### config.mk
export PLATFORM = sky130hd
export DESIGN_NAME = alu_arbiter
export DESIGN_NICKNAME = d
export VERILOG_FILES = /design/src/rtl/alu_arb_pkg.sv /design/src/rtl/alu_arb_grant.sv /design/src/rtl/alu_arbiter.sv
export SDC_FILE = /design/constraint.sdc
export NUM_CORES = 1
export LEC_CHECK = 0
export BUFFER_PORTS_ARGS = -buffer_cell sky130_fd_sc_hd__buf_2
export CAP_MARGIN = 40
export CELL_PAD_IN_SITES_DETAIL_PLACEMENT = 0
export CELL_PAD_IN_SITES_GLOBAL_PLACEMENT = 1
export CORE_MARGIN = 3
export CORE_UTILIZATION = 31
export DETAILED_ROUTE_END_ITERATION = 16
export PLACE_DENSITY = 0.72
export SYNTH_ARGS = -nofsm -noshare
export SYNTH_HDL_FRONTEND = slang
export SYNTH_SLANG_ARGS = --single-unit
export TNS_END_PERCENT = 30
### constraint.sdc
create_clock -name clk -period 1.75 [get_ports clk]
set_input_delay 0.175 -clock clk [delete_from_list [all_inputs] [get_ports clk]]
set_output_delay 0.175 -clock clk [all_outputs]
set_load 0.02 [all_outputs]
### src/rtl/alu_arb_pkg.sv
`default_nettype none
// ============================================================================
// Module   : alu_arb_pkg
// Purpose  : Shared types and constants for the two-port ALU arbiter:
//            FSM state encoding, datapath widths, ALU opcode values and the
//            width of the settle-latency counter.
// Revision : 1.0 - initial release
// ============================================================================
package alu_arb_pkg;

    localparam int DATA_W = 8;
    localparam int SEL_W  = 3;

    // LAT_CYCLES is limited to 1..15, so four bits hold any load value.
    localparam int CNT_W  = 4;

    localparam logic [SEL_W-1:0] ALU_FWD = 3'b000;
    localparam logic [SEL_W-1:0] ALU_ADD = 3'b001;
    localparam logic [SEL_W-1:0] ALU_AND = 3'b010;
    localparam logic [SEL_W-1:0] ALU_OR  = 3'b011;
    localparam logic [SEL_W-1:0] ALU_J   = 3'b100;

    typedef enum logic [1:0] {
        IDLE = 2'd0,
        WAIT = 2'd1,
        RESP = 2'd2
    } state_t;

endpackage
`default_nettype wire

### src/rtl/alu_arb_grant.sv
`default_nettype none
// ============================================================================
// Module   : alu_arb_grant
// Purpose  : Two-way grant logic for the ALU arbiter. A grant is only ever
//            raised for a requester whose VALID is high, so a grant is also
//            an accept. At most one grant is high per cycle.
//            Macro ALU_ARB_RR_EN: when defined, ties go to the requester not
//            granted last (pointer updates on every accept); when undefined,
//            REQ0 has fixed priority and no pointer register exists.
// Ports    : clk, rst_n          - clock / async active-low reset (RR only)
//            enable              - arbiter is idle and may grant
//            req0_valid/req1_valid - requester packet present
//            grant0/grant1       - combinational grant (drives REQn_READY)
// Revision : 1.0 - initial release
// ============================================================================
module alu_arb_grant (
`ifdef ALU_ARB_RR_EN
    input  logic clk,
    input  logic rst_n,
`endif
    input  logic enable,
    input  logic req0_valid,
    input  logic req1_valid,
    output logic grant0,
    output logic grant1
);

`ifdef ALU_ARB_RR_EN
    // High when the most recent accept went to REQ1. Resets high so the
    // first tie after reset goes to REQ0.
    logic r_last_grant1;

    always_comb begin
        grant0 = 1'b0;
        grant1 = 1'b0;
        if (enable) begin
            if (req0_valid && req1_valid) begin
                grant0 = r_last_grant1;
                grant1 = !r_last_grant1;
            end else begin
                grant0 = req0_valid;
                grant1 = req1_valid;
            end
        end
    end

    always_ff @(posedge clk or negedge rst_n) begin
        if (!rst_n) begin
            r_last_grant1 <= 1'b1;
        end else if (grant0) begin
            r_last_grant1 <= 1'b0;
        end else if (grant1) begin
            r_last_grant1 <= 1'b1;
        end
    end
`else
    always_comb begin
        grant0 = enable && req0_valid;
        grant1 = enable && req1_valid && !req0_valid;
    end
`endif

endmodule
`default_nettype wire

### src/rtl/alu_arbiter.sv
`default_nettype none
// ============================================================================
// Module   : alu_arbiter
// Purpose  : Shares one 8-bit ALU between two requesters. An accepted packet
//            is registered onto the ALU inputs, the block waits LAT_CYCLES
//            for the ALU to settle, captures RESULT/ZERO and presents them on
//            the response port tagged with the owning requester ID. One
//            transaction is in flight at a time.
//            Macro ALU_ARB_RR_EN selects round-robin (defined) or fixed REQ0
//            priority (undefined) arbitration inside alu_arb_grant.
// Ports    : clk, rst_n                      - clock, async active-low reset
//            reqN_valid/ready/data1/data2/select - requester N packet port
//            rsp_valid/ready/id/result/zero  - response port
//            alu_data1/data2/select          - registered ALU operands
//            alu_result/alu_zero             - ALU outputs
// Params   : LAT_CYCLES (1..15) - edges from accept to result capture
// Revision : 1.0 - initial release
// ============================================================================
module alu_arbiter
    import alu_arb_pkg::*;
#(
    parameter int LAT_CYCLES = 2
) (
    input  logic              clk,
    input  logic              rst_n,

    input  logic              req0_valid,
    output logic              req0_ready,
    input  logic [DATA_W-1:0] req0_data1,
    input  logic [DATA_W-1:0] req0_data2,
    input  logic [SEL_W-1:0]  req0_select,

    input  logic              req1_valid,
    output logic              req1_ready,
    input  logic [DATA_W-1:0] req1_data1,
    input  logic [DATA_W-1:0] req1_data2,
    input  logic [SEL_W-1:0]  req1_select,

    output logic              rsp_valid,
    input  logic              rsp_ready,
    output logic              rsp_id,
    output logic [DATA_W-1:0] rsp_result,
    output logic              rsp_zero,

    output logic [DATA_W-1:0] alu_data1,
    output logic [DATA_W-1:0] alu_data2,
    output logic [SEL_W-1:0]  alu_select,
    input  logic [DATA_W-1:0] alu_result,
    input  logic              alu_zero
);

    localparam logic [CNT_W-1:0] c_lat_load = CNT_W'(LAT_CYCLES);

    state_t             r_state;
    state_t             w_state_nxt;
    logic [CNT_W-1:0]   r_cnt;
    logic               w_grant0;
    logic               w_grant1;
    logic               w_accept;
    logic               w_capture;

    alu_arb_grant u_grant (
`ifdef ALU_ARB_RR_EN
        .clk        (clk),
        .rst_n      (rst_n),
`endif
        .enable     (r_state == IDLE),
        .req0_valid (req0_valid),
        .req1_valid (req1_valid),
        .grant0     (w_grant0),
        .grant1     (w_grant1)
    );

    // Grants are only raised with VALID high, so any grant is an accept.
    assign req0_ready = w_grant0;
    assign req1_ready = w_grant1;
    assign w_accept   = w_grant0 || w_grant1;
    assign w_capture  = (r_state == WAIT) && (r_cnt == CNT_W'(1));
    assign rsp_valid  = (r_state == RESP);

    always_ff @(posedge clk or negedge rst_n) begin
        if (!rst_n) begin
            r_state <= IDLE;
        end else begin
            r_state <= w_state_nxt;
        end
    end

    always_comb begin
        w_state_nxt = r_state;
        case (r_state)
            IDLE:    if (w_accept)  w_state_nxt = WAIT;
            WAIT:    if (w_capture) w_state_nxt = RESP;
            RESP:    if (rsp_ready) w_state_nxt = IDLE;
            default: w_state_nxt = IDLE;
        endcase
    end

    // ALU operand registers only load on accept, so they hold the last
    // packet while idle and the ALU inputs do not toggle.
    always_ff @(posedge clk or negedge rst_n) begin
        if (!rst_n) begin
            alu_data1  <= '0;
            alu_data2  <= '0;
            alu_select <= '0;
            rsp_id     <= 1'b0;
            r_cnt      <= '0;
        end else if (w_accept) begin
            alu_data1  <= w_grant1 ? req1_data1  : req0_data1;
            alu_data2  <= w_grant1 ? req1_data2  : req0_data2;
            alu_select <= w_grant1 ? req1_select : req0_select;
            rsp_id     <= w_grant1;
            r_cnt      <= c_lat_load;
        end else if (r_state == WAIT) begin
            r_cnt      <= r_cnt - CNT_W'(1);
        end
    end

    // Response fields change only at capture, so they stay stable through
    // any RSP_READY backpressure.
    always_ff @(posedge clk or negedge rst_n) begin
        if (!rst_n) begin
            rsp_result <= '0;
            rsp_zero   <= 1'b0;
        end else if (w_capture) begin
            rsp_result <= alu_result;
            rsp_zero   <= alu_zero;
        end
    end

endmodule
`default_nettype wire

==> metrics, run 1 <==
status completed; Mapped Avg Cell Area ~14 sq um; Filler cells 474; peak supply drop 0.000647 V; Hold WC Path Type input port to register; RSZ-0062 raised after global routing yes; CTS tree done; initial antenna violation count 0; TritonCTS Buffers 5; Worst path slowest cell or4b_4; Final Cycle Share 0.999; clk_skew roughly 2.7 ps; sequential fraction of the synthesis area 0.524; Final Power 0.00433 W; setup violators final 0; largest net degree at the start of global routing 21; 1st-iter DRT viols 40; Static Leak 1.22 nW; core area 5170 sq um; clock root cell clkbuf_8; final hold vios 0; Max Fclk 572 MHz; clock sink count 35; IO Pins 84; fin crit period 1750 ps; largest buffer count on any clock path 2; syn nets 174; WS Path Type register to output pin; H-tree depth 2; n_diodes 0; Synth area leader dfrtp_1; setup_tns 0 ps; power per cell area ~1800 nW/um^2; post-synthesis cell count 120; critical path capture point type output pin; worst path bufs/invs 2; Slew Viols, Final 0; Detailed Place HPWL approximately 2.7 mm; vias in the first global route 1335; register bit count reported by yosys 35; Skew-Pair Late Insertion Delay 280 ps; FP Rows 26; Die Span Y 79.5 um; Area Overhead vs Synth 39.8%; YS warnings 0; Arr. time, crit path between 1500 and 2000 ps; number of routed nets with antenna violations 0; relative slew slack 0.692; share of cells above drive strength 1 0.619; crit-path max FO 11; Final GP Congestion 0.769; Starting Density 0.323; vias 1297; max-cap violation count 0; Die Area 6310 sq um; Remaining DRCs 0; WP data required between 1500 and 2000 ps; Least-Margin Pin Slew between 400 and 500 ps; Routed WL 4.06 mm; global-route wire length before repair 6.46 mm; CP max stage delay 630 ps; Port-buffer cells 83; Cell variety after synth 25; final net count about 260; post-synth top area share 0.524; crit-path leading delay family simple AND/OR/NAND/NOR gates; Critical Path, Cell by Cell or4b_4 -> inv_2 -> buf_6; worst setup margin 1.18 ps; Post-CTS Setup Bufs 0; largest cells by area after synthesis dfrtp_1, mux2_4, a22o_1; GRT Total Usage 0.134; Routed wire per std cell 14.5 um; Vias/cell 4.63; total gr overflow 0; pre-CTS setup slack 43.8 ps; First-pass DRT Iterations 6; Synth Cell Area 1670 sq um; Startpoint Class register; die width 79.5 um; clock-pin slew on the worst setup and hold paths 70 ps
registers in the layout, summed over array words and instances (netlist names):
name        count
r_state         2
alu_data1       8
r_cnt           4
rsp_id          1
rsp_result      8
alu_select      3
rsp_zero        1
alu_data2       8
routing by layer:
metal  global-route usage  wire [um]
met1                0.172       1890
met2                0.211       1780
met3               0.0327        336
met4               0.0619         55
met5                    0          0
Yosys cell counts, drive strengths merged:
library cell	count
mux2i	1
inv	5
nand3b	1
or4b	1
mux2	28
nand2b	3
clkbuf	1
a211o	1
nor2	6
o21ai	3
nor4	1
nor3b	1
xor2	1
o22ai	1
xnor2	1
buf	6
or2	1
ha	2
and2	1
dfrtp	35
a22o	19
nor2b	1
path summary, 6_finish.rpt:
check | from | to | slack (ps) | depth (start not counted)
setup / recovery | r_state[0] | req1_ready | 1 | 3
hold / removal | rsp_ready | r_state[1] | 90 | 2
setup reg to reg | r_state[0] | alu_data2[5] | 70 | 3
hold reg to reg | r_cnt[3] | r_cnt[3] | 480 | 1
max in group asynchronous | rst_n | rsp_zero | 920 | 3
min in group asynchronous | rst_n | alu_data1[5] | 370 | 2
what timing repair did:
item | in CTS | in global routing
gates resized for setup | 5 | 2
hold endpoints to repair | 17 | 0
hold buffers | 1 | 0
endpoints found under the setup margin | 1 | 12
cloned | 1 | 0
pin swaps | 1 | 1
stage by stage:
stage / area (sq um) / hold WS (ps) / utilization / std cells
2_1_floorplan: 1670 / -121 / - / 120
3_3_place_gp: 2180 / 149 / 0.422 / 270
3_5_place_dp: 2180 / 152 / 0.422 / 270
4_1_cts: 2330 / 79.4 / 0.451 / 280
5_1_grt: 2340 / 77.4 / 0.452 / 280
6_report: 2340 / 89.5 / 0.452 / 280
cell families (layout without fill, tap and decap cells):
kind of cell | after synthesis | count (layout) | synth area share
DFF | 35 | 35 | 0.524
muxes | 29 | 29 | 0.235
AOI/OAI and AO/OA | 24 | 24 | 0.117
and+or+nand+nor | 16 | 17 | 0.0569
buffers and inverters | 12 | 101 | 0.0419
adders and majority gates | 2 | 2 | 0.0150
xor gates and xnor gates | 2 | 2 | 0.0105
power by group:
part	internal (W)	total, W	switching, W	leakage [nW]
Combinational	0.00105	0.00210	0.00105	0.745
Clock	0.000461	0.000755	0.000294	0.0612
Sequential	0.00123	0.00147	0.000241	0.410
final cells by class:
cell class	instances	area, sq um	share of cell area
repair buffers	88	487	0.208
clock buffers	6	82.6	0.0353
well taps	70	87.6	0.0375
flip-flops and latches	35	877	0.375
multi-input cells	74	751	0.321
clock inverters	2	35.0	0.0150
inverters	5	18.8	0.00803
layout by cell type (no fill, tap or decap), types with 3 or more instances in the layout:
| cell type | n |
|---|---|
| o21ai_0 | 3 |
| mux2_2 | 10 |
| nor2_1 | 5 |
| inv_1 | 4 |
| dfrtp_1 | 34 |
| clkbuf_8 | 6 |
| buf_2 | 82 |
| a22o_1 | 19 |
| mux2_4 | 18 |
Note: power is estimated with default switching activity, not from simulation.
==> run 2: changes to the inputs <==
--- a/config.mk
+++ b/config.mk
@@ -10,10 +10,11 @@
 export CELL_PAD_IN_SITES_DETAIL_PLACEMENT = 0
 export CELL_PAD_IN_SITES_GLOBAL_PLACEMENT = 1
 export CORE_MARGIN = 3
-export CORE_UTILIZATION = 31
+export CORE_UTILIZATION = 29
 export DETAILED_ROUTE_END_ITERATION = 16
-export PLACE_DENSITY = 0.72
+export PLACE_DENSITY = 0.71
 export SYNTH_ARGS = -nofsm -noshare
 export SYNTH_HDL_FRONTEND = slang
+export SYNTH_HIERARCHICAL = 1
 export SYNTH_SLANG_ARGS = --single-unit
 export TNS_END_PERCENT = 30
==> metrics, run 2 <==
Routed wire per std cell approximately 13 um; post-route cell area between 2000 and 2500 sq um; GRT Total Usage 0.122; Final Power 0.00395 W; IO Pins between 80 and 90; relative slew slack 0.490; Synth Cell Area 1590 sq um; final net count 280; most frequent cell after synthesis dfrtp_1; WS Path Type register to output pin; Starting Density 0.305; Post-synth EDFFs 0; dpl cell area 2120 sq um; Routed WL 3.76 mm; status completed; post-layout util 0.428; post-route insts no fill approximately 300; Cell variety after synth 26; Least-Margin Pin Slew 765 ps; First-pass DRT Iterations 4; Port-buffer cells 83; Synth area leader dfrtp_1; Filler cells around 540; Regs by FF count alu_data1 (8), alu_data2 (8), rsp_result (8); initial antenna violation count 0; TritonCTS Buffers 5; Mapped Avg Cell Area ~11 sq um; largest net degree at the start of global routing 36; Final GP Congestion around 0.75; post-synth top area share 0.552; YS warnings 6; Critical Path, Cell by Cell nor2_1 -> and3b_2 -> buf_12 -> buf_2; clock sink count 35; critical path capture point type output pin; Area Overhead vs Synth 40.6%; largest cells by area after synthesis dfrtp_1, mux2i_1, mux2_2; power per cell area 1770 nW/um^2; Die Area 6390 sq um; Vias/cell 4.43; final hold vios 0; RSZ-0062 raised after global routing yes; hold slack final 83.6 ps; leading register cell type out of synthesis dfrtp_1; setup violators final 0; Skew-Pair Late Insertion Delay between 200 and 300 ps; Static Leak between 1 and 1.5 nW; vias in the first global route 1341; crit-path max FO 30; CP max stage delay 430 ps; Final Cycle Share 0.949; Post-Place Cells 288; register bit count reported by yosys 35; share of cells above drive strength 1 0.476; Remaining DRCs 0; Async SR Flop Fraction 1.00; syn nets roughly 190; Slew Viols, Final 0; fin crit period around 1700 ps; n_diodes 0; core area 5200 sq um; Post-CTS Setup Bufs 0; die width around 80 um; vias roughly 1300; most frequent cells in the layout buf_2, dfrtp_1, nand2_1; clock root cell clkbuf_8; H-tree depth 2; clock-pin slew on the worst setup and hold paths 70 ps; global-route wire length before repair roughly 6.1 mm; Worst path slowest cell dfrtp_1; FP Rows 26; 1st-iter DRT viols 33; Hold WC Path Type input port to register; Startpoint Class register; Detailed Place HPWL between 2 and 3 mm; total gr overflow 0; max-cap violation count 0; Die Span Y 79.9 um; most common cell after layout, fill and taps aside buf_2; largest buffer count on any clock path 2; Arr. time, crit path 1490 ps; clk_skew 3.62 ps; number of routed nets with antenna violations 0; CTS tree done; Max Fclk 602 MHz; post-synthesis cell count 139; peak supply drop slightly above 0.0009 V; Post-synth top cells dfrtp_1, nand2_1, mux2i_1, o21ai_0, mux2_2; WP data required around 1600 ps; sequential fraction of the synthesis area 0.552
-- run 2: cell types whose count changed after synthesis, sizes merged, moves of 3 or more --
cell	change
mux2	-19
buf	-3
nor2	-4
nor3	+3
a22o	-19
o21ai	+17
clkbuf	+4
mux2i	+19
nand2	+22
-- run 2: metrics by stage --
step,setup TNS [ps],setup slack (ps)
3_3_place_gp,0,316
5_1_grt,-1.91,-1.91
2_1_floorplan,0,218
3_5_place_dp,0,271
4_1_cts,0,10.7
6_report,0,89.6
-- run 2: cell type report --
| class | count | area, sq um | area share |
|---|---|---|---|
| clock buffers | 8 | 100 | 0.0449 |
| flip-flops and latches | 35 | 876 | 0.393 |
| multi-input cells | 92 | 658 | 0.295 |
| well taps | 70 | 87.6 | 0.0393 |
| inverters | 4 | 15.0 | 0.00673 |
| repair buffers | 88 | 493 | 0.221 |
-- run 2: critical path, delay by kind of cell, from the launching register on --
kind / cells / cell delay (ps)
flops: 1 / 430
simple gates: 2 / 400
buf+inv: 2 / 360
-- run 2: worst paths after layout --
check	cells past startpoint	endpoint	from	slack, ps
max	4	req1_ready	r_state[0]	90
min reg2reg	1	rsp_id	rsp_id	470
max reg2reg	4	rsp_result[0]	r_cnt[0]	340
min in group asynchronous	2	alu_data2[0]	rst_n	510
max in group asynchronous	2	alu_data1[7]	rst_n	750
min	2	r_state[1]	rsp_ready	80
-- run 2: power breakdown --
| group | internal, W | leakage [nW] | switching [W] |
|---|---|---|---|
| combinational | 0.000809 | 0.617 | 0.00106 |
| sequential | 0.00122 | 0.421 | 0.000235 |
| clock | 0.000359 | 0.0515 | 0.000277 |
| total | 0.00238 | 1.09 | 0.00157 |
-- run 2: metal layers --
metal / wire (um) / up-vias / global-route usage
li1: - / 647 / -
met1: 1640 / 612 / 0.152
met2: 1750 / 51 / 0.195
met3: 295 / 7 / 0.0372
met4: 65 / 0 / 0.0507
met5: 0 / - / 0
-- run 2: cell families (layout without fill, tap and decap cells) --
| group | count (synthesis) | count (layout) | share of synthesized area |
|---|---|---|---|
| AOI/OAI and AO/OA | 23 | 23 | 0.0774 |
| buffers and inverters | 12 | 100 | 0.0339 |
| and+or+nand+nor | 36 | 36 | 0.119 |
| DFF | 35 | 35 | 0.552 |
| muxes | 29 | 29 | 0.190 |
| adders and majority gates | 2 | 2 | 0.0158 |
| xor gates and xnor gates | 2 | 2 | 0.0111 |
-- run 2: timing repair --
action | CTS | global route
hold buffers | 1 | 0
gates resized for setup | 0 | 2
endpoints found under the setup margin | 0 | 2
hold endpoints to repair | 21 | 0
